`config.mk`:
```
export PLATFORM = sky130hd
export DESIGN_NAME = ikaopll_i2s_out_flat
export DESIGN_NICKNAME = d
export VERILOG_FILES = /design/src/rtl/ikaopll_i2s_out_pkg.sv /design/src/rtl/ikaopll_i2s_out_if.sv /design/src/rtl/ikaopll_i2s_clkgen.sv /design/src/rtl/ikaopll_i2s_out.sv /design/src/flat_wrapper.sv
export SDC_FILE = /design/constraint.sdc
export NUM_CORES = 1
export LEC_CHECK = 0
export CORE_ASPECT_RATIO = 1.4
export CORE_UTILIZATION = 55
export DETAILED_ROUTE_END_ITERATION = 10
export HOLD_SLACK_MARGIN = 0.08
export PLACE_DENSITY = 0.76
export SYNTH_ARGS = -nofsm -noshare
export SYNTH_HDL_FRONTEND = slang
export SYNTH_SLANG_ARGS = --single-unit
```
`constraint.sdc`:
```
create_clock -name i_EMUCLK -period 2.7 [get_ports i_EMUCLK]
set_clock_uncertainty 0.1 [all_clocks]
set_input_delay 0.405 -clock i_EMUCLK [delete_from_list [all_inputs] [get_ports i_EMUCLK]]
set_output_delay 0.405 -clock i_EMUCLK [all_outputs]
set_load 0.03 [all_outputs]
```
`src/rtl/ikaopll_i2s_out_pkg.sv`:
```
// Shared widths, format codes and sample-conditioning helpers for the OPLL I2S output path.
package ikaopll_i2s_out_pkg;

  localparam int ACC_W      = 16;
  localparam int FRAME_BITS = 32;
  localparam int BIT_W      = $clog2(FRAME_BITS);
  localparam int CNT_W      = 8;
  localparam int EXT_W      = ACC_W + 3;

  typedef enum logic {
    FMT_I2S = 1'b0,
    FMT_LJ  = 1'b1
  } fmt_e;

  localparam logic signed [EXT_W-1:0] SAT_HI  = EXT_W'(32767);
  localparam logic signed [EXT_W-1:0] SAT_LO  = EXT_W'(-32768);
  localparam logic [ACC_W-1:0]        MAX_POS = {1'b0, {(ACC_W-1){1'b1}}};
  localparam logic [ACC_W-1:0]        MAX_NEG = {1'b1, {(ACC_W-1){1'b0}}};

  // Shift by up to 3 in a 19-bit signed space so no magnitude is lost before clamping.
  function automatic logic [ACC_W-1:0] sat_shift(input logic [ACC_W-1:0] x,
                                                 input logic [1:0]       sh);
    logic signed [EXT_W-1:0] ext;
    ext = {{3{x[ACC_W-1]}}, x};
    ext = ext <<< sh;
    if (ext > SAT_HI)
      return MAX_POS;
    else if (ext < SAT_LO)
      return MAX_NEG;
    else
      return ext[ACC_W-1:0];
  endfunction

  function automatic logic [CNT_W-1:0] sat_inc(input logic [CNT_W-1:0] c);
    return (&c) ? c : c + CNT_W'(1);
  endfunction

endpackage

```
`src/rtl/ikaopll_i2s_out_if.sv`:
```
// Sample-in / serial-out signal bundle between the DAC stage, this block and the codec pins.
interface ikaopll_i2s_out_if;
  import ikaopll_i2s_out_pkg::*;

  logic              i_ACC_SIGNED_STRB;
  logic [ACC_W-1:0]  i_ACC_SIGNED;
  logic [1:0]        i_GAIN_SHIFT;
  logic              i_FMT;

  logic              o_I2S_BCLK;
  logic              o_I2S_LRCK;
  logic              o_I2S_SDATA;
  logic              o_FRAME_STRB;
  logic [CNT_W-1:0]  o_OVERRUN_CNT;
  logic [CNT_W-1:0]  o_UNDERRUN_CNT;

  modport master (
    output i_ACC_SIGNED_STRB, i_ACC_SIGNED, i_GAIN_SHIFT, i_FMT,
    input  o_I2S_BCLK, o_I2S_LRCK, o_I2S_SDATA, o_FRAME_STRB,
           o_OVERRUN_CNT, o_UNDERRUN_CNT
  );

  modport slave (
    input  i_ACC_SIGNED_STRB, i_ACC_SIGNED, i_GAIN_SHIFT, i_FMT,
    output o_I2S_BCLK, o_I2S_LRCK, o_I2S_SDATA, o_FRAME_STRB,
           o_OVERRUN_CNT, o_UNDERRUN_CNT
  );

endinterface

```
`src/rtl/ikaopll_i2s_clkgen.sv`:
```
// Free-running BCLK divider with falling-edge pulse, 32-slot bit counter and LRCK.
module ikaopll_i2s_clkgen
  import ikaopll_i2s_out_pkg::*;
#(
  parameter int BCLK_HALF_DIV = 4
) (
  input  logic i_EMUCLK,
  input  logic i_RST_n,
  output logic o_bclk,
  output logic o_lrck,
  output logic o_fe,
  output logic o_frame_start
);

  localparam int              DIV_W    = (BCLK_HALF_DIV > 1) ? $clog2(BCLK_HALF_DIV) : 1;
  localparam logic [DIV_W-1:0] DIV_LAST = DIV_W'(BCLK_HALF_DIV - 1);

  logic [DIV_W-1:0] div_q, div_d;
  logic             bclk_q, bclk_d;
  logic [BIT_W-1:0] bit_q, bit_d;
  logic             lrck_q, lrck_d;
  logic [BIT_W-1:0] bit_nxt;
  logic             wrap;
  logic             fe;

  always_comb begin
    wrap    = (div_q == DIV_LAST);
    div_d   = wrap ? '0 : div_q + DIV_W'(1);
    bclk_d  = wrap ? ~bclk_q : bclk_q;
    fe      = wrap & bclk_q;
    // Natural 5-bit wrap gives the mod-32 slot count.
    bit_nxt = bit_q + BIT_W'(1);
    bit_d   = fe ? bit_nxt : bit_q;
    lrck_d  = fe ? bit_nxt[BIT_W-1] : lrck_q;
  end

  always_ff @(posedge i_EMUCLK) begin
    if (!i_RST_n) begin
      div_q  <= '0;
      bclk_q <= 1'b0;
      bit_q  <= BIT_W'(FRAME_BITS - 1);
      lrck_q <= 1'b0;
    end else begin
      div_q  <= div_d;
      bclk_q <= bclk_d;
      bit_q  <= bit_d;
      lrck_q <= lrck_d;
    end
  end

  assign o_bclk        = bclk_q;
  assign o_lrck        = lrck_q;
  assign o_fe          = fe;
  assign o_frame_start = fe && (bit_nxt == '0);

endmodule

```
`src/rtl/ikaopll_i2s_out.sv`:
```
// OPLL sample to I2S / left-justified serialiser: gain+saturation, single-entry hold with
// pending flag, mono-duplicated 2x16-bit frames, overrun/underrun statistics.
module ikaopll_i2s_out
  import ikaopll_i2s_out_pkg::*;
#(
  parameter int BCLK_HALF_DIV = 4
) (
  input  logic               i_EMUCLK,
  input  logic               i_RST_n,
  ikaopll_i2s_out_if.slave   bus
);

  logic fe;
  logic frame_start;

  ikaopll_i2s_clkgen #(
    .BCLK_HALF_DIV (BCLK_HALF_DIV)
  ) u_clkgen (
    .i_EMUCLK      (i_EMUCLK),
    .i_RST_n       (i_RST_n),
    .o_bclk        (bus.o_I2S_BCLK),
    .o_lrck        (bus.o_I2S_LRCK),
    .o_fe          (fe),
    .o_frame_start (frame_start)
  );

  logic                  strb_z_q,  strb_z_d;
  logic [ACC_W-1:0]      hold_q,    hold_d;
  logic                  pending_q, pending_d;
  logic [ACC_W-1:0]      word_q,    word_d;
  logic [FRAME_BITS-1:0] sr_q,      sr_d;
  logic                  dly_q,     dly_d;
  logic                  sdata_q,   sdata_d;
  logic                  fstrb_q,   fstrb_d;
  logic [CNT_W-1:0]      ovr_q,     ovr_d;
  logic [CNT_W-1:0]      und_q,     und_d;

  logic             cap;
  logic             lj_bit;
  logic [ACC_W-1:0] word_sel;

  always_comb begin
    strb_z_d  = bus.i_ACC_SIGNED_STRB;
    hold_d    = hold_q;
    pending_d = pending_q;
    word_d    = word_q;
    sr_d      = sr_q;
    dly_d     = dly_q;
    sdata_d   = sdata_q;
    fstrb_d   = 1'b0;
    ovr_d     = ovr_q;
    und_d     = und_q;
    lj_bit    = 1'b0;

    cap      = bus.i_ACC_SIGNED_STRB & ~strb_z_q;
    word_sel = pending_q ? hold_q : word_q;

    if (fe) begin
      if (frame_start) begin
        fstrb_d = 1'b1;
        word_d  = word_sel;
        sr_d    = {word_sel, word_sel};
        lj_bit  = word_sel[ACC_W-1];
        if (pending_q)
          pending_d = 1'b0;
        else
          und_d = sat_inc(und_q);
      end else begin
        sr_d   = sr_q << 1;
        lj_bit = sr_q[FRAME_BITS-2];
      end
      // I2S trails the left-justified stream by one BCLK; the delay bit carries across frames.
      sdata_d = (fmt_e'(bus.i_FMT) == FMT_LJ) ? lj_bit : dly_q;
      dly_d   = lj_bit;
    end

    // Capture after the load so a same-cycle load still sees the previous hold.
    if (cap) begin
      hold_d    = sat_shift(bus.i_ACC_SIGNED, bus.i_GAIN_SHIFT);
      pending_d = 1'b1;
      if (pending_q && !frame_start)
        ovr_d = sat_inc(ovr_q);
    end
  end

  always_ff @(posedge i_EMUCLK) begin
    if (!i_RST_n) begin
      strb_z_q  <= 1'b0;
      hold_q    <= '0;
      pending_q <= 1'b0;
      word_q    <= '0;
      sr_q      <= '0;
      dly_q     <= 1'b0;
      sdata_q   <= 1'b0;
      fstrb_q   <= 1'b0;
      ovr_q     <= '0;
      und_q     <= '0;
    end else begin
      strb_z_q  <= strb_z_d;
      hold_q    <= hold_d;
      pending_q <= pending_d;
      word_q    <= word_d;
      sr_q      <= sr_d;
      dly_q     <= dly_d;
      sdata_q   <= sdata_d;
      fstrb_q   <= fstrb_d;
      ovr_q     <= ovr_d;
      und_q     <= und_d;
    end
  end

  assign bus.o_I2S_SDATA    = sdata_q;
  assign bus.o_FRAME_STRB   = fstrb_q;
  assign bus.o_OVERRUN_CNT  = ovr_q;
  assign bus.o_UNDERRUN_CNT = und_q;

endmodule

```
`src/flat_wrapper.sv`:
```
// flat-port wrapper written by rule: the top's interface ports become plain ports
module ikaopll_i2s_out_flat import ikaopll_i2s_out_pkg::*;
#(
  parameter int BCLK_HALF_DIV = 4
)
  (i_EMUCLK, i_RST_n, bus_i_ACC_SIGNED_STRB, bus_i_ACC_SIGNED, bus_i_GAIN_SHIFT, bus_i_FMT, bus_o_I2S_BCLK, bus_o_I2S_LRCK, bus_o_I2S_SDATA, bus_o_FRAME_STRB, bus_o_OVERRUN_CNT, bus_o_UNDERRUN_CNT);
  ikaopll_i2s_out_if bus_i ();
  input  logic i_EMUCLK;
  input  logic i_RST_n;
  input wire logic [$bits(bus_i.i_ACC_SIGNED_STRB)-1:0] bus_i_ACC_SIGNED_STRB;
  input wire logic [$bits(bus_i.i_ACC_SIGNED)-1:0] bus_i_ACC_SIGNED;
  input wire logic [$bits(bus_i.i_GAIN_SHIFT)-1:0] bus_i_GAIN_SHIFT;
  input wire logic [$bits(bus_i.i_FMT)-1:0] bus_i_FMT;
  output wire logic [$bits(bus_i.o_I2S_BCLK)-1:0] bus_o_I2S_BCLK;
  output wire logic [$bits(bus_i.o_I2S_LRCK)-1:0] bus_o_I2S_LRCK;
  output wire logic [$bits(bus_i.o_I2S_SDATA)-1:0] bus_o_I2S_SDATA;
  output wire logic [$bits(bus_i.o_FRAME_STRB)-1:0] bus_o_FRAME_STRB;
  output wire logic [$bits(bus_i.o_OVERRUN_CNT)-1:0] bus_o_OVERRUN_CNT;
  output wire logic [$bits(bus_i.o_UNDERRUN_CNT)-1:0] bus_o_UNDERRUN_CNT;
  assign bus_i.i_ACC_SIGNED_STRB = bus_i_ACC_SIGNED_STRB;
  assign bus_i.i_ACC_SIGNED = bus_i_ACC_SIGNED;
  assign bus_i.i_GAIN_SHIFT = bus_i_GAIN_SHIFT;
  assign bus_i.i_FMT = bus_i_FMT;
  assign bus_o_I2S_BCLK = bus_i.o_I2S_BCLK;
  assign bus_o_I2S_LRCK = bus_i.o_I2S_LRCK;
  assign bus_o_I2S_SDATA = bus_i.o_I2S_SDATA;
  assign bus_o_FRAME_STRB = bus_i.o_FRAME_STRB;
  assign bus_o_OVERRUN_CNT = bus_i.o_OVERRUN_CNT;
  assign bus_o_UNDERRUN_CNT = bus_i.o_UNDERRUN_CNT;
  ikaopll_i2s_out #(.BCLK_HALF_DIV(BCLK_HALF_DIV)) u_core (.i_EMUCLK(i_EMUCLK), .i_RST_n(i_RST_n), .bus(bus_i));
endmodule
```
==> key figures, run 1 <==
Power and ir drop
  • Clock share of power: between 30% and 40%
  • P_int: about 2.1 mW
  • Total power divided by cell area: 545.4 nW/um^2
  • Register share of total power: 53.3%
  • Worst vdd ir: 0.0002683 V
  • Comb pwr share: under 10%
  • P_sw: ~600 uW
  • Sw frac: 23.10%
  • LEAKAGE: 1.757 nW
  • Pwr Total: 2.672 mW

Global route
  • Vias in the first global route: 3563
  • First-pass GRT wire length: around 15000 um
  • GRT overflow: 0
  • Pin count of the biggest net entering global routing: 42
  • Tot GR Track Use: 23.82%
  • Initial antenna violation count: 0

Setup path
  • CP startpoint: u_core.u_clkgen.div_q[0]
  • Worst r2r path cells: 7
  • Worst setup SP type: register
  • Reg2Reg Capture Point: u_core.sr_q[18]
  • Setup CP Type: reg2reg
  • Worst-path maximum fanout: 41
  • Reg2reg start: u_core.u_clkgen.div_q[0]
  • Crit path required time: 2.87 ns
  • R2R Setup Slk: about 0.33 ns
  • CP arrival: 2.54 ns
  • Crit. End Element: register

Die
  • # rows: 37
  • Die area: around 8000 sq um
  • Die Ht: about 110 um
  • Starting Density: between 50% and 60%
  • Core ar.: between 7000 and 8000 sq um
  • Chip width: 75.73 um
  • I/O pin count: 42

Clock tree
  • CTS tree: yes
  • Maximum root-to-sink buffer count: 2
  • Post-CTS Resized: 0
  • Num CTS Buffers: 9
  • CTS H-tree lvls: 3
  • Reg clk slew, reported paths: 0.09 ns
  • Hold-fix buffers, CTS: 0
  • Root buf cell: clkbuf_8
  • Clk_lat worst skew: 0.36 ns
  • Post-CTS setup buffer count: 0
  • CTS sink count: a little over 90

Synthesis
  • Simple-Gate Fraction of Synth Area: 21.70%
  • Largest family of logic cells by synthesized area: simple AND/OR/NAND/NOR gates
  • Post-synth net total: 541
  • Yosys reg bits: 93
  • Main synth FF type: dfxtp_1
  • Synthesized cell area: approximately 4200 sq um
  • Multiplexer share of the synthesized area: 8.909%
  • Post-Syn Area per Cell: 8.143 sq um
  • Area leader, netlist: dfxtp_1
  • Adder-cell share of the synthesized area: under 10%
  • Synth top area share: roughly 44%
  • Post-synthesis compound-gate area fraction: 17.34%
  • Number of synthesis warnings: 0
  • EDFF count, synth: 0
  • Unique masters post-synth: 45
  • Synth Area in XOR/XNOR: 1.465%
  • Mapped Cells: 514
  • Register area share after synthesis: 44.48%
  • Share of synthesized registers carrying an async set or reset: 0%
  • Largest cells by area after synthesis: dfxtp_1, o21ai_0, nand2_1

Detailed routing
  • Final WL: roughly 8300 um
  • Wire per inst: 12.85 um
  • Vias after detailed routing: 3594
  • First drt pass iteration count: 4
  • DRC: 0
  • DR iter-0 viols: 166
  • Vias per cell: 5.538
  • Post-route ant nets: 0

Hold path
  • Min-delay src: u_core.u_clkgen.div_q[0]
  • Hold Path Stages: 1
  • Hold Path End: u_core.u_clkgen.div_q[0]
  • Min-delay worst type: reg2reg

Placement
  • Detail Placement HPWL: 5925 um
  • IO buf count: 41
  • Global placer's final weighted congestion: a little under 0.8

Layout
  • Area grow syn2layout: 17.07%
  • Diodes inserted: 0
  • Share of layout cells above drive strength 1: 9.964%
  • Nets: 574

Run status
  • Status: finished, final reports clean

STA
  • Min Tclk post-route: 2.369 ns
  • Measured slew at the worst slew-check pin: 0.5381 ns
  • Fmax: ~420 MHz
  • Fin. Hold Viols: 0
  • Total negative setup slack: 0 ns
  • Period utilization: 87.73%
  • RSZ-0062 raised after global routing: no
  • Slew HR: 64.01%
  • Final setup viols: 0
  • Max-slew violation count: 0

Job
  • Max-cap violations: 0
-- per-layer routing --
| metal | part of all wire [%] | wire length [um] | GRT usage [%] | vias up |
|---|---|---|---|---|
| li1 | - | - | - | 1845 |
| met1 | 45 | 3748 | 28.95 | 1676 |
| met2 | 51 | 4263 | 41.71 | 58 |
| met3 | 2.3 | 192 | 3.537 | 15 |
| met4 | 1.6 | 136 | 7.937 | 0 |
| met5 | 0 | 0 | 0 | - |
-- layout make-up --
type,instances,area [sq um]
Inverter,7,26.28
Sequential cell,93,1862
Clock inverter,5,83.83
Timing Repair Buffer,57,530.5
Fill cell,634,2461
Multi-Input combinational cell,379,2135
Clock buffer,11,141.4
Tap cell,97,121.4
-- cells by family (layout without fill, tap and decap cells) --
| family | count (synthesis) | count (layout) |
|---|---|---|
| xor+xnor | 7 | 7 |
| simple gates | 198 | 198 |
| buf+inv | 42 | 80 |
| fa+ha+maj | 5 | 5 |
| mux | 35 | 35 |
| compound gates | 134 | 134 |
| flops | 93 | 93 |
-- registers in the layout, indices dropped and copies added (netlist names) --
| register | flops |
|---|---|
| u_core.sr_q | 31 |
| u_core.hold_q | 16 |
| u_core.word_q | 16 |
| u_core.bus.o_OVERRUN_CNT | 8 |
| u_core.bus.o_UNDERRUN_CNT | 8 |
| u_core.u_clkgen.bit_q | 5 |
| u_core.u_clkgen.div_q | 2 |
| u_core.bus.o_FRAME_STRB | 1 |
| u_core.bus.o_I2S_SDATA | 1 |
| u_core.dly_q | 1 |
| u_core.pending_q | 1 |
| u_core.strb_z_q | 1 |
| u_core.u_clkgen.o_bclk | 1 |
| u_core.u_clkgen.o_lrck | 1 |
-- cells in the mapped netlist (all sizes together) (2+ instances only) --
cell type,instances
nor3b,3
nand4,4
a21oi,45
nand2,83
xor2,5
or3,6
o21ai,72
xnor2,2
dfxtp,93
and3,2
ha,5
mux2i,17
buf,12
clkbuf,23
mux2,18
nor4,3
nor3,3
nor2,44
nand3,37
a21o,3
o211ai,4
nand2b,5
and4,2
inv,7
nor2b,3
-- worst max-delay path: stages (launching register included) --
cell and delay [ns]:
dfxtp_1 0.34, ha_1 0.30, nand2_1 0.20, nor3b_4 0.30, and3_4 0.52, buf_4 0.29
nor2_1 0.05, o21ai_0 0.16
-- placed cells by master, fill, tap and decap left out, drive strengths merged, types with 5 or more instances in the layout --
master,synthesis,routed
dfxtp,93,93
nand2,83,83
o21ai,72,72
a21oi,45,45
nor2,44,44
clkdlybuf4s50,0,41
nand3,37,37
mux2,18,18
mux2i,17,17
buf,12,16
clkbuf,23,11
inv,7,7
or3,6,6
xor2,5,5
nand2b,5,5
ha,5,5
-- worst max path at each step --
| stage | to | cells after the start |
|---|---|---|
| floorplan | u_core.bus.o_UNDERRUN_CNT[6] | 7 |
| global placement | u_core.hold_q[5] | 6 |
| detailed placement | u_core.sr_q[24] | 7 |
| CTS | u_core.sr_q[19] | 7 |
| global route | u_core.sr_q[18] | 7 |
| finish | u_core.sr_q[18] | 7 |
-- through the flow --
step | worst slack (ns) | area (sq um) | std cells | util, % | hold WS [ns]
2_1_floorplan | 0.7253 | 4185 | 514 | - | 0.3043
3_3_place_gp | 0.4885 | 4674 | 633 | 63.51 | 0.3114
3_5_place_dp | 0.3563 | 4674 | 633 | 63.51 | 0.3220
4_1_cts | 0.3235 | 4900 | 649 | 66.56 | 0.3325
5_1_grt | 0.1308 | 4900 | 649 | 66.56 | 0.3581
6_report | 0.3312 | 4900 | 649 | 66.56 | 0.3326
-- power groups by stage --
stage	sequential, mW	clock (mW)	combinational [mW]
2_1_floorplan	1.45	0	0.153
3_3_place_gp	1.46	0	0.226
3_5_place_dp	1.46	0	0.229
4_1_cts	1.43	1.03	0.232
5_1_grt	1.43	1.09	0.260
6_report	1.43	1.02	0.231
No activity file was read; power rests on OpenSTA's default activity.
==> inputs of run 2 (changes only) <==
--- a/config.mk
+++ b/config.mk
@@ -10,6 +10,7 @@
 export DETAILED_ROUTE_END_ITERATION = 10
 export HOLD_SLACK_MARGIN = 0.08
 export PLACE_DENSITY = 0.76
+export SETUP_SLACK_MARGIN = 0.1
 export SYNTH_ARGS = -nofsm -noshare
 export SYNTH_HDL_FRONTEND = slang
 export SYNTH_SLANG_ARGS = --single-unit
==> results of run 2 <==
The final DEF is identical to that of run 1; final timing and power are the same.
==> inputs of run 3 (changes only) <==
--- a/config.mk
+++ b/config.mk
@@ -6,10 +6,10 @@
 export NUM_CORES = 1
 export LEC_CHECK = 0
 export CORE_ASPECT_RATIO = 1.4
-export CORE_UTILIZATION = 55
+export CORE_UTILIZATION = 51
 export DETAILED_ROUTE_END_ITERATION = 10
 export HOLD_SLACK_MARGIN = 0.08
-export PLACE_DENSITY = 0.76
+export PLACE_DENSITY = 0.74
 export SETUP_SLACK_MARGIN = 0.1
 export SYNTH_ARGS = -nofsm -noshare
 export SYNTH_HDL_FRONTEND = slang
==> constraint.sdc (replaced) <==
create_clock -name i_EMUCLK -period 2.1 [get_ports i_EMUCLK]
set_clock_uncertainty 0.1 [all_clocks]
set_input_delay 0.315 -clock i_EMUCLK [delete_from_list [all_inputs] [get_ports i_EMUCLK]]
set_output_delay 0.315 -clock i_EMUCLK [all_outputs]
set_load 0.03 [all_outputs]
==> run 3 against run 2 <==
  * Critical path depth did not move
  * Via count rose by 2.2%
  * Sequential share of layout area fell by 1.9 points
  * Worst hold slack improved by 0.0050 ns
  * Combinational power rose by 42%
  * Global-route usage fell by 2.3 points
  * Critical endpoint is now u_core.word_q[15]
==> key figures, run 3 (same netlist as run 1, synthesis figures left out) <==
Run status
  • Status: finished, final reports clean

Layout
  • Area grow syn2layout: 23.83%
  • Commonest cells after routing, fill and taps aside: dfxtp_1, nand2_1, o21ai_0
  • Top flop regs: u_core.sr_q x31, u_core.hold_q x16, u_core.word_q x16
  • Final Core Density: 66.06% (-0.50 points)
  • Commonest non-fill, non-tap cell in the layout: dfxtp_1
  • Reg with most FFs: u_core.sr_q
  • Non-Filler Instances: 664 (+2.3%)
  • Share of layout cells above drive strength 1: 14.18% (+4.2 points)
  • Nets: 586 (+2.1%)
  • Diodes inserted: 0 (unchanged)
  • Max reg flops: 31 (unchanged)

STA
  • Fmax: 501.2 MHz (+19%)
  • Min Tclk post-route: 1.995 ns (-0.3736 ns)
  • RSZ-0062 raised after global routing: yes
  • Slew HR: 69.93% (+5.9 points)
  • Total negative setup slack: 0 ns (unchanged)
  • Max-slew violation count: 0 (unchanged)
  • Fin. Hold Viols: 0 (unchanged)
  • Period utilization: 95.01% (+7.3 points)
  • Measured slew at the worst slew-check pin: 0.4504 ns (-0.08775 ns)
  • Final setup viols: 0 (unchanged)

Power and ir drop
  • Worst vdd ir: 0.0005181 V (+93%)
  • Pwr Total: 3.499 mW (+31%)
  • LEAKAGE: 1.874 nW (+6.6%)
  • Total power divided by cell area: 675.2 nW/um^2 (+24%)

Setup path
  • Worst-path maximum fanout: 12 (-71%)
  • CP Cell Sequence: ha_4, xor2_2, nor3b_4, and3_4, buf_12, nand3_1, a21oi_1
  • Critical Path Max Stage Delay: 0.37 ns (-0.15 ns)
  • Worst setup SP type: register
  • CP arrival: 2.19 ns (-0.35 ns)
  • Setup CP Type: reg2reg
  • Worst r2r path cells: 7 (unchanged)
  • Crit path required time: 2.30 ns (-0.57 ns)
  • Crit. End Element: register
  • CP max stage cell: dfxtp_4

Clock tree
  • CTS tree: yes
  • CTS H-tree lvls: 3 (unchanged)
  • Clk_lat worst skew: 0.37 ns (about the same)
  • Maximum root-to-sink buffer count: 2 (unchanged)
  • CTS sink count: 93 (unchanged)
  • Reg clk slew, reported paths: 0.08 ns (about the same)
  • Root buf cell: clkbuf_8
  • Num CTS Buffers: 9 (unchanged)
  • Hold-fix buffers, CTS: 0 (unchanged)

Hold path
  • Hold Path Stages: 1 (unchanged)
  • Min-delay worst type: reg2reg

Global route
  • Tot GR Track Use: 21.49% (-2.3 points)
  • GRT overflow: 0 (unchanged)
  • Vias in the first global route: 3355 (-5.8%)
  • Initial antenna violation count: 0 (unchanged)
  • Pin count of the biggest net entering global routing: 46 (+9.5%)
  • First-pass GRT wire length: 14500 um (-3.7%)

Die
  • Die Ht: 109.2 um (+3.8%)
  • Core ar.: 7845 sq um (+6.6%)
  • Starting Density: 53.35% (-3.5 points)
  • Chip width: 78.56 um (+3.7%)
  • # rows: 38 (+2.7%)
  • Die area: 8578 sq um (+7.7%)
  • I/O pin count: 42 (unchanged)

Job
  • Max-cap violations: 0 (unchanged)

Placement
  • Detail Placement HPWL: 5899 um (-0.44%)
  • IO buf count: 41 (unchanged)
  • Placed insts: 640 (+1.1%)
  • Global placer's final weighted congestion: 0.7727 (-0.46%)

Detailed routing
  • DR iter-0 viols: 191 (+15%)
  • Vias per cell: 5.533 (about the same)
  • Final WL: 9079 um (+8.8%)
  • Vias after detailed routing: 3674 (+2.2%)
  • Post-route ant nets: 0 (unchanged)
  • First drt pass iteration count: 4 (unchanged)
  • Wire per inst: 13.67 um (+6.4%)
  • DRC: 0 (unchanged)
-- run 3: cell types whose count changed in the layout (fill, tap and decap cells not counted), sizes merged --
cell and delta:
clkbuf +3, buf +9, clkinv +1, clkinvlp -2, and3 +1
-- run 3: what timing repair did --
| item | in CTS | in global routing |
|---|---|---|
| endpoints found under the setup margin | 36 | 58 |
| gates cloned | 0 | 4 |
| pin swaps | 1 | 5 |
| resized for setup | 3 | 35 |
| setup buffers | 2 | 2 |
-- run 3: metal layers --
metal	wire, um	GRT usage [%]	vias to the layer above
met2	4508	36.27	77
li1	-	-	1880
met4	192	13.23	0
met5	0	0	-
met1	4062	25.48	1706
met3	316	3.264	11
-- run 3: report_power, final --
group          switching, mW  leakage, nW  internal, mW
Clock                  0.608        0.116         0.732
Sequential            0.0331        0.753          1.80
Combinational          0.171         1.01         0.156
Total                  0.812         1.87          2.69
-- run 3: path summary, 6_finish.rpt --
| check | from | end | slack [ns] |
|---|---|---|---|
| max | u_core.u_clkgen.bit_q[1] | u_core.word_q[15] | 0.10 |
| min | u_core.u_clkgen.div_q[0] | u_core.u_clkgen.div_q[0] | 0.34 |
| max reg2reg | u_core.u_clkgen.bit_q[1] | u_core.word_q[15] | 0.10 |
| min reg2reg | u_core.u_clkgen.div_q[0] | u_core.u_clkgen.div_q[0] | 0.34 |
-- run 3: critical path: cells and delay by family (launching register included) --
kind                     cells  cell delay (ns)
AND/OR/NAND/NOR              3             0.79
flip-flops                   1             0.37
AO/OA/AOI/OAI                1             0.16
adder cells (fa/ha/maj)      1             0.17
XOR/XNOR                     1             0.16
buffers and inverters        1             0.16
-- run 3: cell type report --
| class | instances | area (sq um) |
|---|---|---|
| timing repair buffer | 68 | 705.7 |
| fill | 664 | 2663 |
| sequential | 93 | 1869 |
| tap | 100 | 125.1 |
| clock buffer | 12 | 155.1 |
| inverter | 7 | 26.28 |
| multi-input combinational | 380 | 2231 |
| clock inverter | 4 | 70.07 |
-- run 3: per-stage QoR --
step           hold slack, ns  area (sq um)  setup WS [ns]
3_3_place_gp           0.3129          4758        0.09865
4_1_cts                0.3355          5006        0.08236
6_report               0.3375          5182         0.1048
5_1_grt                0.3552          5182        0.03845
2_1_floorplan          0.3043          4185         0.1253
3_5_place_dp           0.3236          4758        0.03022
